### src/rtl/mips_pkg.sv
// Shared MIPS32 pipeline types and constants used by the hazard controller.
package mips_pkg;

   localparam int REG_ADDR_W = 5;
   localparam int STAT_W     = 16;

   typedef enum logic {
      RUN        = 1'b0,
      LOAD_STALL = 1'b1
   } hazard_state_t;

   // Register $zero is never a real producer, so it can never cause a load-use hazard.
   function automatic logic load_use_hit(
      input logic                  mem_read,
      input logic [REG_ADDR_W-1:0] ex_rt,
      input logic [REG_ADDR_W-1:0] id_rs,
      input logic [REG_ADDR_W-1:0] id_rt,
      input logic                  uses_rt
   );
      return mem_read && (ex_rt != {REG_ADDR_W{1'b0}}) &&
             ((ex_rt == id_rs) || (uses_rt && (ex_rt == id_rt)));
   endfunction

endpackage

### src/rtl/sat_counter.sv
// Saturating up-counter with synchronous clear; used by the memory-wait watchdog and stats.
module sat_counter #(
   parameter int W = 16
) (
   input  logic         clk,
   input  logic         rst,
   input  logic         inc,
   output logic [W-1:0] count
);

   // Count up on inc, sticking at all-ones.
   always_ff @(posedge clk) begin
      if (rst) begin
         count <= {W{1'b0}};
      end else if (inc && (count != {W{1'b1}})) begin
         count <= count + W'(1);
      end
   end

endmodule

### src/rtl/hazard_unit.sv
// MIPS32 hazard controller: load-use stall, redirect flush, memory freeze and wait watchdog.
// Optional HAZARD_STATS_EN adds load_stall_count and freeze_count outputs.
module hazard_unit
   import mips_pkg::*;
#(
   parameter int LOAD_BUBBLES = 1,
   parameter int MAX_WAIT     = 255
) (
   input  logic                  clk,
   input  logic                  rst,
   input  logic [REG_ADDR_W-1:0] id_rs,
   input  logic [REG_ADDR_W-1:0] id_rt,
   input  logic                  id_uses_rt,
   input  logic [REG_ADDR_W-1:0] ex_rt,
   input  logic                  ex_mem_read,
   input  logic                  pc_redirect,
   input  logic                  mem_busy,
   output logic                  pc_write,
   output logic                  if_id_write,
   output logic                  if_flush,
   output logic                  ex_stall,
   output logic                  freeze,
   output logic                  stall_timeout
`ifdef HAZARD_STATS_EN
   ,
   output logic [STAT_W-1:0]     load_stall_count,
   output logic [STAT_W-1:0]     freeze_count
`endif
);

   localparam logic [2:0]  FIRST_REMAIN_C = 3'(LOAD_BUBBLES - 1);
   localparam logic [16:0] MAX_WAIT_C     = 17'(MAX_WAIT);

   hazard_state_t     state_r, state_nxt_s;
   logic [2:0]        remaining_r, remaining_nxt_s;
   logic              lu_s;
   logic              wait_clr_s;
   logic [STAT_W-1:0] wait_cnt_s;

   assign lu_s = load_use_hit(ex_mem_read, ex_rt, id_rs, id_rt, id_uses_rt);

   // State, bubble counter and sticky timeout registers.
   always_ff @(posedge clk) begin
      if (rst) begin
         state_r       <= RUN;
         remaining_r   <= 3'd0;
         stall_timeout <= 1'b0;
      end else begin
         state_r     <= state_nxt_s;
         remaining_r <= remaining_nxt_s;
         if (mem_busy && (({1'b0, wait_cnt_s} + 17'd1) >= MAX_WAIT_C)) begin
            stall_timeout <= 1'b1;
         end
      end
   end

   // Mealy next-state and control decode; priority rst > mem_busy > load stall > redirect.
   always_comb begin
      state_nxt_s     = state_r;
      remaining_nxt_s = remaining_r;
      pc_write        = 1'b1;
      if_id_write     = 1'b1;
      if_flush        = 1'b0;
      ex_stall        = 1'b0;
      freeze          = 1'b0;
      if (rst) begin
         state_nxt_s     = RUN;
         remaining_nxt_s = 3'd0;
      end else if (mem_busy) begin
         freeze      = 1'b1;
         pc_write    = 1'b0;
         if_id_write = 1'b0;
      end else begin
         case (state_r)
            RUN: begin
               if (lu_s) begin
                  ex_stall    = 1'b1;
                  pc_write    = 1'b0;
                  if_id_write = 1'b0;
                  if (LOAD_BUBBLES > 1) begin
                     state_nxt_s     = LOAD_STALL;
                     remaining_nxt_s = FIRST_REMAIN_C;
                  end else begin
                     state_nxt_s = RUN;
                  end
               end else if (pc_redirect) begin
                  if_flush = 1'b1;
               end else begin
                  if_flush = 1'b0;
               end
            end
            LOAD_STALL: begin
               // EX already holds a bubble here, so a fresh lu is not re-armed.
               ex_stall        = 1'b1;
               pc_write        = 1'b0;
               if_id_write     = 1'b0;
               remaining_nxt_s = remaining_r - 3'd1;
               if (remaining_r <= 3'd1) begin
                  state_nxt_s     = RUN;
                  remaining_nxt_s = 3'd0;
               end else begin
                  state_nxt_s = LOAD_STALL;
               end
            end
            default: begin
               state_nxt_s     = RUN;
               remaining_nxt_s = 3'd0;
            end
         endcase
      end
   end

   // Any non-busy cycle restarts the consecutive-wait count.
   assign wait_clr_s = rst | ~mem_busy;

   sat_counter #(.W(STAT_W)) u_wait_cnt (
      .clk   (clk),
      .rst   (wait_clr_s),
      .inc   (mem_busy),
      .count (wait_cnt_s)
   );

`ifdef HAZARD_STATS_EN
   sat_counter #(.W(STAT_W)) u_load_stall_cnt (
      .clk   (clk),
      .rst   (rst),
      .inc   (ex_stall),
      .count (load_stall_count)
   );

   sat_counter #(.W(STAT_W)) u_freeze_cnt (
      .clk   (clk),
      .rst   (rst),
      .inc   (freeze),
      .count (freeze_count)
   );
`endif

endmodule

### config.mk
export PLATFORM = sky130hd
export DESIGN_NAME = hazard_unit
export DESIGN_NICKNAME = d
export VERILOG_FILES = /design/src/rtl/mips_pkg.sv /design/src/rtl/sat_counter.sv /design/src/rtl/hazard_unit.sv
export SDC_FILE = /design/constraint.sdc
export NUM_CORES = 1
export LEC_CHECK = 0
export ABC_CLOCK_PERIOD_IN_PS = 2000
export BUFFER_PORTS_ARGS = -buffer_cell sky130_fd_sc_hd__buf_2
export CAP_MARGIN = 40
export CORE_MARGIN = 3
export CORE_UTILIZATION = 49
export CTS_BUF_LIST = sky130_fd_sc_hd__clkbuf_4 sky130_fd_sc_hd__clkbuf_8 sky130_fd_sc_hd__clkbuf_16
export CTS_CLUSTER_DIAMETER = 150
export DETAILED_ROUTE_END_ITERATION = 10
export PLACE_DENSITY = 0.82
export SYNTH_ARGS = -nofsm -noshare
export SYNTH_HDL_FRONTEND = slang
export SYNTH_SLANG_ARGS = --single-unit
### constraint.sdc
create_clock -name clk -period 2 [get_ports clk]
set_clock_uncertainty 0.1 [all_clocks]
set_input_delay 0.2 -clock clk [delete_from_list [all_inputs] [get_ports clk]]
set_output_delay 0.2 -clock clk [all_outputs]
set_load 0.05 [all_outputs]
Yosys cells after proc, flatten, opt, wreduce, memory -nomap -nowiden
Index checks and enable logic that the tools add are counted.

operators by class
  add/subtract/negate cells = 3
  order comparisons = 2
  eq/ne operators = 3
  mux-type cells = 18
  bitwise operators = 3
  reductions and logical operators = 8

operators with widths
  cell                                                   count
  adder 16 x 1 -> 17 bit (second input constant)         1
  >= comparator 17 x 8 -> 1 bit (second input constant)  1
  adder 16 x 1 -> 16 bit (second input constant)         1
  inequality test 16 bit (second input constant)         1
  2-to-1 mux 1 bit                                       14
  == test 5 bit                                          2
  case mux 1 bit (2 select lines)                        3
  logical AND 1 bit                                      5
  nonzero test 5 bit                                     1
  <= comparator 3 x 1 -> 1 bit (second input constant)   1
  2-to-1 mux 3 bit                                       1
  subtractor 3 x 1 -> 3 bit (second input constant)      1
  inverter 1 bit                                         2
  AND reduction 2 bit                                    1
  logical OR 1 bit                                       1
  bitwise OR 1 bit                                       1

word-level totals
  register bits = 21
  input port bits = 21
  output and inout port bits = 6
  logic and storage cells = 41

Depth between registers and ports, before layout
Gate-level depths: netlist of run 1.

  depth after elaboration = 8
  depth in mapped cells = 7
  gate-level depth less buffers = 6

Cells and area by module
From an unflattened synthesis of run 1, not the netlist that was laid out.

unflattened totals
  cell total of the unflattened synthesis = 196
  area, all modules = 1,585.3 sq um

by module, submodules not included
  module       times used  cells an instance  area an instance (sq um)  seq. area each (sq um)
  sat_counter  1           99                 848.3                     320.3
  hazard_unit  1           97                 737.0                     100.1

Worst setup path before layout of run 1
OpenSTA, ideal clock, no wires.

  path type = input port to output port
  start point = input ex_rt[2]
  end point = output ex_stall
  arrival = 1.728 ns
  data required time = 1.700 ns
  path slack = -0.028 ns
  stages = 5
  path buffers = 0
  cell sequence = xnor2_1 > nand3_1 > o22ai_1 > a31oi_1 > nor3_1

on the way
  longest elaborated chain between the ends = 8
  elaborated cells on any way between the ends = 11
  those cells by class = 2 x eq/ne; 4 x mux; 5 x reduce/logical

RTL lines
  what                                 line               source
  start: declaration                   hazard_unit.sv:14  input logic [REG_ADDR_W-1:0] ex_rt,
  == test 5 bit                        mips_pkg.sv:21     ((ex_rt == id_rs) || (uses_rt && (ex_rt == id_rt)));
  logical AND 1 bit                    mips_pkg.sv:21
  logical OR 1 bit                     mips_pkg.sv:21
  logical AND 1 bit (*)                mips_pkg.sv:20     return mem_read && (ex_rt != {REG_ADDR_W{1'b0}}) &&
  2-to-1 mux 1 bit (*)                 hazard_unit.sv:76  if (lu_s) begin
  case mux 1 bit (2 select lines) (*)  hazard_unit.sv:74  case (state_r)
  2-to-1 mux 1 bit (*)                 hazard_unit.sv:69  end else if (mem_busy) begin
  2-to-1 mux 1 bit (*)                 hazard_unit.sv:66  if (rst) begin
  end: declaration                     hazard_unit.sv:21  output logic ex_stall,

Mark *: on every way between the ends. The rest lies on a longest branch, timed or not.

Worst setup path after layout of run 1
  start point = register u_wait_cnt.count[12]
  end point = register u_wait_cnt.count[2]

on the way
  longest elaborated chain between the ends = 2

RTL lines
  what                      line               source
  start: declaration        sat_counter.sv:8   output logic [W-1:0] count
  start signal: assignment  sat_counter.sv:14  count <= {W{1'b0}};
  start signal: assignment  sat_counter.sv:16  count <= count + W'(1);
  inequality test 16 bit    sat_counter.sv:15  end else if (inc && (count != {W{1'b1}})) begin
  logical AND 1 bit         sat_counter.sv:15

Every way passes these cells.
A chain may end at the register's enable or synchronous reset.

==> impl_metrics.tcl, run 1 <==
set metrics [dict create \
    end_kind "flop" \
    path_clk_slew_ps 120 \
    numCtsBuffers 3 \
    p_seq_share_pct 53.3 \
    period_needed_ps 1930 \
    nets 227 \
    cp_slowest_cell "or3_1" \
    crit_arrival_ps 2070 \
    drcViolationCount 0 \
    fin_cells 231 \
    combPwrFrac_pct 20.0 \
    fillCellCount 200 \
    pre_cts_ws_ps 7.14 \
    io_pins 27 \
    synth_edf_count 0 \
    power_switching_share_pct 29.4 \
    hold_class "in -> reg" \
    grt.total_usage_pct 20.0 \
    outcome "complete, no violations" \
    multi_input_area_um2 926 \
    hold_viol_final 0 \
    timing.hold.ws_ps 55.8 \
    finalSetupViolCount 0 \
    synth_nets 191 \
    finalMaxSlewViolations 0 \
    drive_gt1_share_pct 34.8 \
    synth_area_leader_cell "dfxtp_1" \
    synth_top_cell_area_share_pct 30.1 \
    ant_nets 0 \
    synth_seq_cells 21 \
    r2r_cells 5 \
    rrSetupSlack_ps 70 \
    hpwl_um 2510 \
    crit_chain "nand3_2, or3_1, or3_4, and2_4, a31oi_1" \
    min-delay-start "rst" \
    worst_slack_ps 74.8 \
    hold_end "remaining_r[1]$_SDFFE_PP0P_" \
    tightest_slew_ps 468 \
    slowest_delay_ps 430 \
    std_cell_rows 18 \
    totalWireLength_um 3290 \
    avgSynthCellArea_um2 8.43 \
    antenna_found_initial 0 \
    final.setup.tns_ps 0 \
    io_buffers 26 \
    pwr-share-clk_pct 26.6 \
    cts.path.max_buffers 2 \
    finalCritPeriodShare_pct 96.3 \
    insertion_delay_ps 310 \
    die_w_um 59.4 \
    synth.yosys.seq_area_share_pct 30.1 \
    vias 1312 \
    area.growth.synth_to_final_pct 20.3 \
    drt_iter0_markers 77 \
    clockRootBuffer "clkbuf_4" \
    n_antenna_cell 0 \
    synth_area_mm2 0.00140 \
    synthTopCellsByCount "dfxtp_1, xnor2_1, nand2_1" \
    maxCapViolations 0 \
    dieArea_mm2 0.00353 \
    worstPathRequired_ps 2140 \
    power.internal_w 0.000599 \
    cts_sinks 21 \
    max_freq_mhz 519 \
    syn_inst 166 \
    reg2reg_to "u_wait_cnt.count[2]$_SDFFE_PN0P_" \
    dpl.cell_count 227 \
    coreArea_mm2 0.00259 \
    routabilityCongestion 0.965 \
    rsz0062_at_grt "true" \
    htree_levels 1 \
    timing.slew.headroom_pct 68.8 \
    ys.flop_type "dfxtp_1" \
    synth.most_common_cell "dfxtp_1" \
    gr-total-overflow 0 \
    wire_per_inst_um 14.2 \
    ys_top_cells_by_area "dfxtp_1, xnor2_1, a21oi_2, xor2_1, ha_1" \
    cts_tree "done" \
    grt_start_max_net_pins 13 \
    synthArstFlopShare_pct 0 \
    regArea_um2 424 \
    r2r_start "u_wait_cnt.count[12]$_SDFFE_PN0P_" \
    synth.distinct_cells 39 \
    holdPathStages 2 \
    p_per_area_mw_per_mm2 504 \
    vdd_drop_max_mv 0.548 \
    power.switching_w 0.000249 \
    p_leak_nw 0.656 \
    dr.pass1.iters 4 \
    start_util_pct 54.0 \
    critPathKind "reg -> reg" \
    start_kind "flop" \
    yosys_warnings 0 \
    cp_max_fo 12 \
    grt_pass1_vias 1294 \
    grt_pass1_wl_um 5440 \
    routed_via_density 5.68 \
    die_h_um 59.4 \
]
## worst max-delay path, delay by kind of cell, from the launching register on
family             cells  cell delay [ps]
AOI/OAI and AO/OA      1              150
DFF                    1              410
and+or+nand+nor        4             1180
## layer usage
| layer | global-route usage (%) | routed length [um] |
|---|---|---|
| met1 | 23.8 | 1470 |
| met2 | 33.9 | 1640 |
| met3 | 6.32 | 148 |
| met4 | 6.15 | 32 |
| met5 | 0 | 0 |
## metrics by stage
step                cell area [um^2]  total power, W  utilization (%)
floorplan                       1400        0.000575                -
global placement                1610        0.000620             62.3
detailed placement              1610        0.000627             62.3
CTS                             1650        0.000849             63.7
global route                    1680        0.000895             65.0
finish                          1680        0.000848             65.0
## layout make-up
| class | count | share of cell area, % |
|---|---|---|
| Inverter | 8 | 1.78 |
| Timing Repair Buffer | 40 | 14.0 |
| Clock buffer | 4 | 1.78 |
| Tap cell | 30 | 2.23 |
| Sequential cell | 21 | 25.2 |
| Multi-Input combinational cell | 128 | 55.0 |
## worst max path at each step
stage | end | slack (ps) | from | cells after the start
final | u_wait_cnt.count[2]$_SDFFE_PN0P_ | 70 | u_wait_cnt.count[12]$_SDFFE_PN0P_ | 5
after detailed placement | stall_timeout$_SDFFE_PP0P_ | 7 | u_wait_cnt.count[0]$_SDFFE_PN0P_ | 6
after floorplan | stall_timeout$_SDFFE_PP0P_ | 70 | u_wait_cnt.count[1]$_SDFFE_PN0P_ | 6
after global routing | stall_timeout$_SDFFE_PP0P_ | -30 | u_wait_cnt.count[1]$_SDFFE_PN0P_ | 7
after global placement | stall_timeout$_SDFFE_PP0P_ | 50 | u_wait_cnt.count[0]$_SDFFE_PN0P_ | 6
after CTS | stall_timeout$_SDFFE_PP0P_ | 2 | u_wait_cnt.count[0]$_SDFFE_PN0P_ | 6
## cell families (layout without fill, tap and decap cells)
| logic type | count (synthesis) | count (layout) | share of synthesized area [%] |
|---|---|---|---|
| AOI/OAI and AO/OA | 33 | 33 | 17.9 |
| adders and majority gates | 4 | 4 | 3.58 |
| and+or+nand+nor | 65 | 65 | 25.5 |
| buffers and inverters | 17 | 52 | 6.71 |
| xor gates and xnor gates | 26 | 26 | 16.3 |
| DFF | 21 | 21 | 30.1 |
## sequential cells by signal, summed over array words and instances, names as in the netlist
| name | flops |
|---|---|
| remaining_r | 3 |
| stall_timeout | 1 |
| state_r | 1 |
| u_wait_cnt.count | 16 |
## power by group through the flow
stage	clock network [W]	logic (W)	registers, W
after detailed placement	0	0.000166	0.000461
final	0.000226	0.000170	0.000452
after CTS	0.000230	0.000168	0.000451
after floorplan	0	0.000112	0.000463
after global placement	0	0.000160	0.000460
after global routing	0.000255	0.000184	0.000455
## cells in the final DEF (no fill, tap or decap), drive strengths merged, types with 3 or more instances in the layout
cell type,n
buf,40
clkbuf,4
or3,4
ha,4
nand2b,4
and3,5
xnor2,18
a311oi,3
xor2,8
nor3,7
a31oi,5
inv,8
dfxtp,21
nand2,13
nor2,12
nand4,4
nand3,10
a21oi,17
## timing repair
action                                  CTS  global route
gates resized for setup                   1             8
endpoints found under the setup margin    1            14
buffers inserted                          0             0
pin swaps                                 0             3
hold buffers                              0             0
Power figures use the tool's default switching activity.
==> run 2: changes to the inputs <==
- ABC_CLOCK_PERIOD_IN_PS: 2000 -> not set
- CORE_UTILIZATION: 49 -> 54
- PLACE_DENSITY: 0.82 -> 0.85
- clock period: 2 -> 2.16 ns (I/O delays scaled with it)
==> run 2 against run 1 <==
Final cell count decreased by 5.2%. Via count decreased by 0.91%. Power decreased by 9.0%. Critical endpoint unchanged. Register-to-register slack improved by 40 ps. Combinational power decreased by 13%. Critical path depth unchanged. Clock power decreased by 11%. Fmax decreased by 5.9%.
==> impl_metrics.tcl, run 2 (same netlist as run 1, synthesis figures left out) <==
set metrics [dict create \
    outcome "complete, no violations" \
    drcViolationCount 0 \
    totalWireLength_um 3220 \
    power.internal_w 0.000548 \
    ant_nets 0 \
    n_antenna_cell 0 \
    io_buffers 26 \
    fillCellCount 196 \
    critPathLaunch "u_wait_cnt.count[7]$_SDFFE_PN0P_" \
    coreArea_mm2 0.00234 \
    vias 1300 \
    cp-endpoint "u_wait_cnt.count[2]$_SDFFE_PN0P_" \
    grt_pass1_vias 1211 \
    grt_pass1_wl_um 5340 \
    grt_util_met3_pct 5.29 \
    numCtsBuffers 3 \
    finalPower_w 0.000771 \
    design_area_mm2 0.00159 \
    slowest_delay_ps 490 \
    rrSetupSlack_ps 120 \
    antenna_found_initial 0 \
    period_needed_ps 2040 \
    cp.depth 5 \
    io_pins 27 \
    met2_usage_pct 35.1 \
    final.setup.tns_ps 0 \
    busiest_layer "met2" \
    cp_slowest_cell "dfxtp_1" \
    grt_start_max_net_pins 16 \
    p_leak_nw 0.601 \
    power.switching_w 0.000223 \
    cts_hold_buf 0 \
    dpl.cell_count 215 \
    grt.total_usage_pct 20.6 \
    power_switching_share_pct 28.9 \
    std_cell_rows 17 \
    area.growth.synth_to_final_pct 13.3 \
    reg2reg_to "u_wait_cnt.count[2]$_SDFFE_PN0P_" \
    final_common_cell "buf_2" \
    wire_per_inst_um 14.7 \
    p_seq_share_pct 54.6 \
    post-route-util_pct 67.8 \
    crit_buf_inv 0 \
    top_regs "u_wait_cnt.count x16, remaining_r x3" \
    final_cell_mix "buf_2, dfxtp_1, xnor2_1, nand2_1, nor2_1" \
    finalMaxSlewViolations 0 \
    crit_chain "nand3_2, or3_1, or3_4, and2_4, a31oi_1" \
    tightest_slew_ps 355 \
    end_kind "flop" \
    start_kind "flop" \
    dr.pass1.iters 4 \
    die_w_um 56.9 \
    pwr-share-clk_pct 26.2 \
    fin_cells 219 \
    postCtsSetupBuffers 0 \
    drt_iter0_markers 39 \
    cts_sinks 21 \
    finalSetupViolCount 0 \
    maxCapViolations 0 \
    routed_via_density 5.94 \
    drive_gt1_share_pct 28.3 \
    routabilityCongestion 0.892 \
    cts_resized 0 \
    hold_class "in -> reg" \
    die_h_um 56.9 \
    critPathTopFamily "simple AND/OR/NAND/NOR gates" \
    rsz0062_at_grt "false" \
    cts.path.max_buffers 2 \
    cts_tree "done" \
    htree_levels 1 \
    regMostFlops "u_wait_cnt.count" \
    critPathKind "reg -> reg" \
    combPwrFrac_pct 19.2 \
    dieArea_mm2 0.00324 \
    p_per_area_mw_per_mm2 486 \
    insertion_delay_ps 300 \
    min-delay-start "rst" \
    hold_viol_final 0 \
    crit_arrival_ps 2180 \
    timing.slew.headroom_pct 76.3 \
    finalCritPeriodShare_pct 94.7 \
    max_freq_mhz 489 \
    clockRootBuffer "clkbuf_4" \
    start_util_pct 59.8 \
    dpl-instance-area_mm2 0.00153 \
    gr-total-overflow 0 \
    hpwl_um 2450 \
    vdd_drop_max_mv 0.425 \
    worstPathRequired_ps 2300 \
    largest_reg_flops 16 \
    r2r_start "u_wait_cnt.count[7]$_SDFFE_PN0P_" \
    path_clk_slew_ps 110 \
    grt_use_met1_pct 26.0 \
    r2r_cells 5 \
    nets 217 \
    cp_max_fo 12 \
]
run 2: how the worst min path moves through the flow:
stage	to	slack (ps)	cells past startpoint
6_report	remaining_r[1]$_SDFFE_PP0P_	80	2
5_1_grt	remaining_r[0]$_SDFFE_PP0P_	80	2
4_1_cts	remaining_r[0]$_SDFFE_PP0P_	60	2
3_5_place_dp	remaining_r[1]$_SDFFE_PP0P_	350	2
3_3_place_gp	remaining_r[1]$_SDFFE_PP0P_	340	2
2_1_floorplan	stall_timeout$_SDFFE_PP0P_	300	2
run 2: per-layer routing:
metal / part of all wire [%] / up-vias / wire (um)
met1: 45 / 599 / 1450
met3: 6.1 / 10 / 197
met2: 47 / 57 / 1520
li1: - / 634 / -
met5: 0 / - / 0
met4: 1.7 / 0 / 54
run 2: stage by stage:
step / setup WS (ps) / hold slack, ps
floorplan: 100 / 297
detailed placement: 91.6 / 346
global route: 5.50 / 80.6
CTS: 67.1 / 61.5
finish: 115 / 75.3
global placement: 202 / 342
run 2: area by class of cell:
class / count / area, um^2 / area share, %
well taps: 28 / 35.0 / 2.21
flip-flops and latches: 21 / 420 / 26.5
repair buffers: 30 / 160 / 10.1
multi-input cells: 128 / 910 / 57.4
inverters: 8 / 30.0 / 1.89
clock buffers: 4 / 30.0 / 1.89
run 2: power by group through the flow:
stage / registers [W] / clock network, W / logic, W
floorplan: 0.000429 / 0 / 0.000104
global placement: 0.000428 / 0 / 0.000141
detailed placement: 0.000429 / 0 / 0.000147
CTS: 0.000420 / 0.000208 / 0.000147
global route: 0.000423 / 0.000220 / 0.000161
finish: 0.000421 / 0.000202 / 0.000148
==> run 3: changes to the inputs <==
- CORE_MARGIN: 3 -> not set
==> run 3 against run 2 <==
Register-to-register slack improved by 20 ps. Critical path depth rose by 1. Fmax rose by 1.2%. First-iteration DRC count rose by 13%. Design area rose by 0.47%. Worst setup slack improved by 24 ps. Power fell by 1.0%. Highest routed layer unchanged. Non-clock buffer count rose by 1.
==> impl_metrics.tcl, run 3 (same netlist as run 1, synthesis figures left out) <==
set metrics [dict create \
    outcome "complete, no violations" \
    die_w_um 52.9 \
    maxCapViolations 0 \
    grt.total_usage_pct 24.3 \
    regMostFlops "u_wait_cnt.count" \
    period_needed_ps 2020 \
    pre_cts_ws_ps 121 \
    dr.pass1.iters 4 \
    vdd_drop_max_mv 0.427 \
    n_antenna_cell 0 \
    finalPower_w 0.000763 \
    dpl.cell_count 218 \
    finalCritPeriodShare_pct 93.6 \
    nets 218 \
    routabilityCongestion 0.980 \
    postCtsSetupBuffers 0 \
    start_kind "flop" \
    hpwl_um 2240 \
    insertion_delay_ps 310 \
    drive_gt1_share_pct 28.6 \
    cts_resized 0 \
    drt_iter0_markers 44 \
    crit_arrival_ps 2120 \
    die_h_um 52.9 \
    critPathKind "reg -> reg" \
    cts_hold_buf 0 \
    p_per_area_mw_per_mm2 479 \
    end_kind "flop" \
    path_clk_slew_ps 120 \
    worst_slack_ps 139 \
    final_cell_mix "buf_2, dfxtp_1, xnor2_1, nand2_1, nor2_1" \
    start_util_pct 57.0 \
    grt_pass1_vias 1184 \
    ant_nets 0 \
    dieArea_mm2 0.00280 \
    cts_sinks 21 \
    critPathTopFamily "simple AND/OR/NAND/NOR gates" \
    grt_pass1_wl_um 5010 \
    io_pins 27 \
    drcViolationCount 0 \
    final.setup.tns_ps 0 \
    crit_buf_inv 0 \
    numCtsBuffers 3 \
    tightest_slew_ps 356 \
    crit_chain "ha_1, nand3_2, nor4_4, xor2_1, a311oi_1, a311oi_1" \
    gr-total-overflow 0 \
    totalWireLength_um 3110 \
    vias 1266 \
    wire_per_inst_um 14.0 \
    std_cell_rows 18 \
    hold_viol_final 0 \
    p_leak_nw 0.605 \
    area.growth.synth_to_final_pct 13.9 \
    finalMaxSlewViolations 0 \
    worstPathRequired_ps 2260 \
    io_buffers 26 \
    hold_class "in -> reg" \
    routed_via_density 5.70 \
    max_freq_mhz 495 \
    finalSetupViolCount 0 \
    htree_levels 1 \
    r2r_cells 6 \
    timing.slew.headroom_pct 76.2 \
    final_common_cell "buf_2" \
    cp.depth 6 \
    grt_start_max_net_pins 16 \
    holdPathStages 2 \
    cts_tree "done" \
    top_regs "u_wait_cnt.count x16, remaining_r x3" \
    largest_reg_flops 16 \
    cp_slowest_cell "dfxtp_1" \
    antenna_found_initial 0 \
    cp_max_fo 7 \
    design_area_mm2 0.00159 \
    coreArea_mm2 0.00245 \
    clockRootBuffer "clkbuf_4" \
    crit_top_cell "a311oi_1" \
    slowest_delay_ps 460 \
    cts.path.max_buffers 2 \
    dpl-instance-area_mm2 0.00154 \
    fin_cells 222 \
]
run 3: changes by cell type in the layout (fill, tap and decap cells not counted), sizes merged:
cell    previous run  this run
buf               30        31
clkbuf             4         3
clkinv             0         1
run 3: stage by stage:
step	util, %	hold slack, ps
after CTS	63.9	54.5
after global routing	64.9	58.9
after global placement	62.7	340
after detailed placement	62.7	359
final	64.9	58.8
after floorplan	-	297
run 3: report_power, final:
part / switching (W) / internal [W] / total (W)
Combinational: 0.0000841 / 0.0000624 / 0.000147
Sequential: 0.0000192 / 0.000402 / 0.000421
Clock: 0.000126 / 0.0000694 / 0.000196
Total: 0.000230 / 0.000534 / 0.000763
run 3: area by class of cell:
class / instances / area (um^2)
Fill cell: 216 / 862
Sequential cell: 21 / 420
Clock buffer: 3 / 22.5
Multi-Input combinational cell: 128 / 910
Clock inverter: 1 / 5.00
Inverter: 8 / 30.0
Timing Repair Buffer: 31 / 168
Tap cell: 30 / 37.5
run 3: worst paths after layout:
path	start	to	slack (ps)
setup reg to reg	u_wait_cnt.count[1]$_SDFFE_PN0P_	stall_timeout$_SDFFE_PP0P_	140
hold / removal	rst	remaining_r[1]$_SDFFE_PP0P_	60
setup / recovery	u_wait_cnt.count[1]$_SDFFE_PN0P_	stall_timeout$_SDFFE_PP0P_	140
hold reg to reg	remaining_r[1]$_SDFFE_PP0P_	remaining_r[1]$_SDFFE_PP0P_	370
run 3: worst register-to-register path: cells and delay by family (launching register included):
kind                     cells  cell delay, ps
AND/OR/NAND/NOR              2             580
flip-flops                   1             460
AO/OA/AOI/OAI                2             420
adder cells (fa/ha/maj)      1             230
XOR/XNOR                     1             120
run 3: layer usage:
metal,part of all wire (%),GRT usage (%)
met2,49,39.5
met3,5.0,7.47
met5,0,0
met4,1.8,7.02
met1,44,30.7
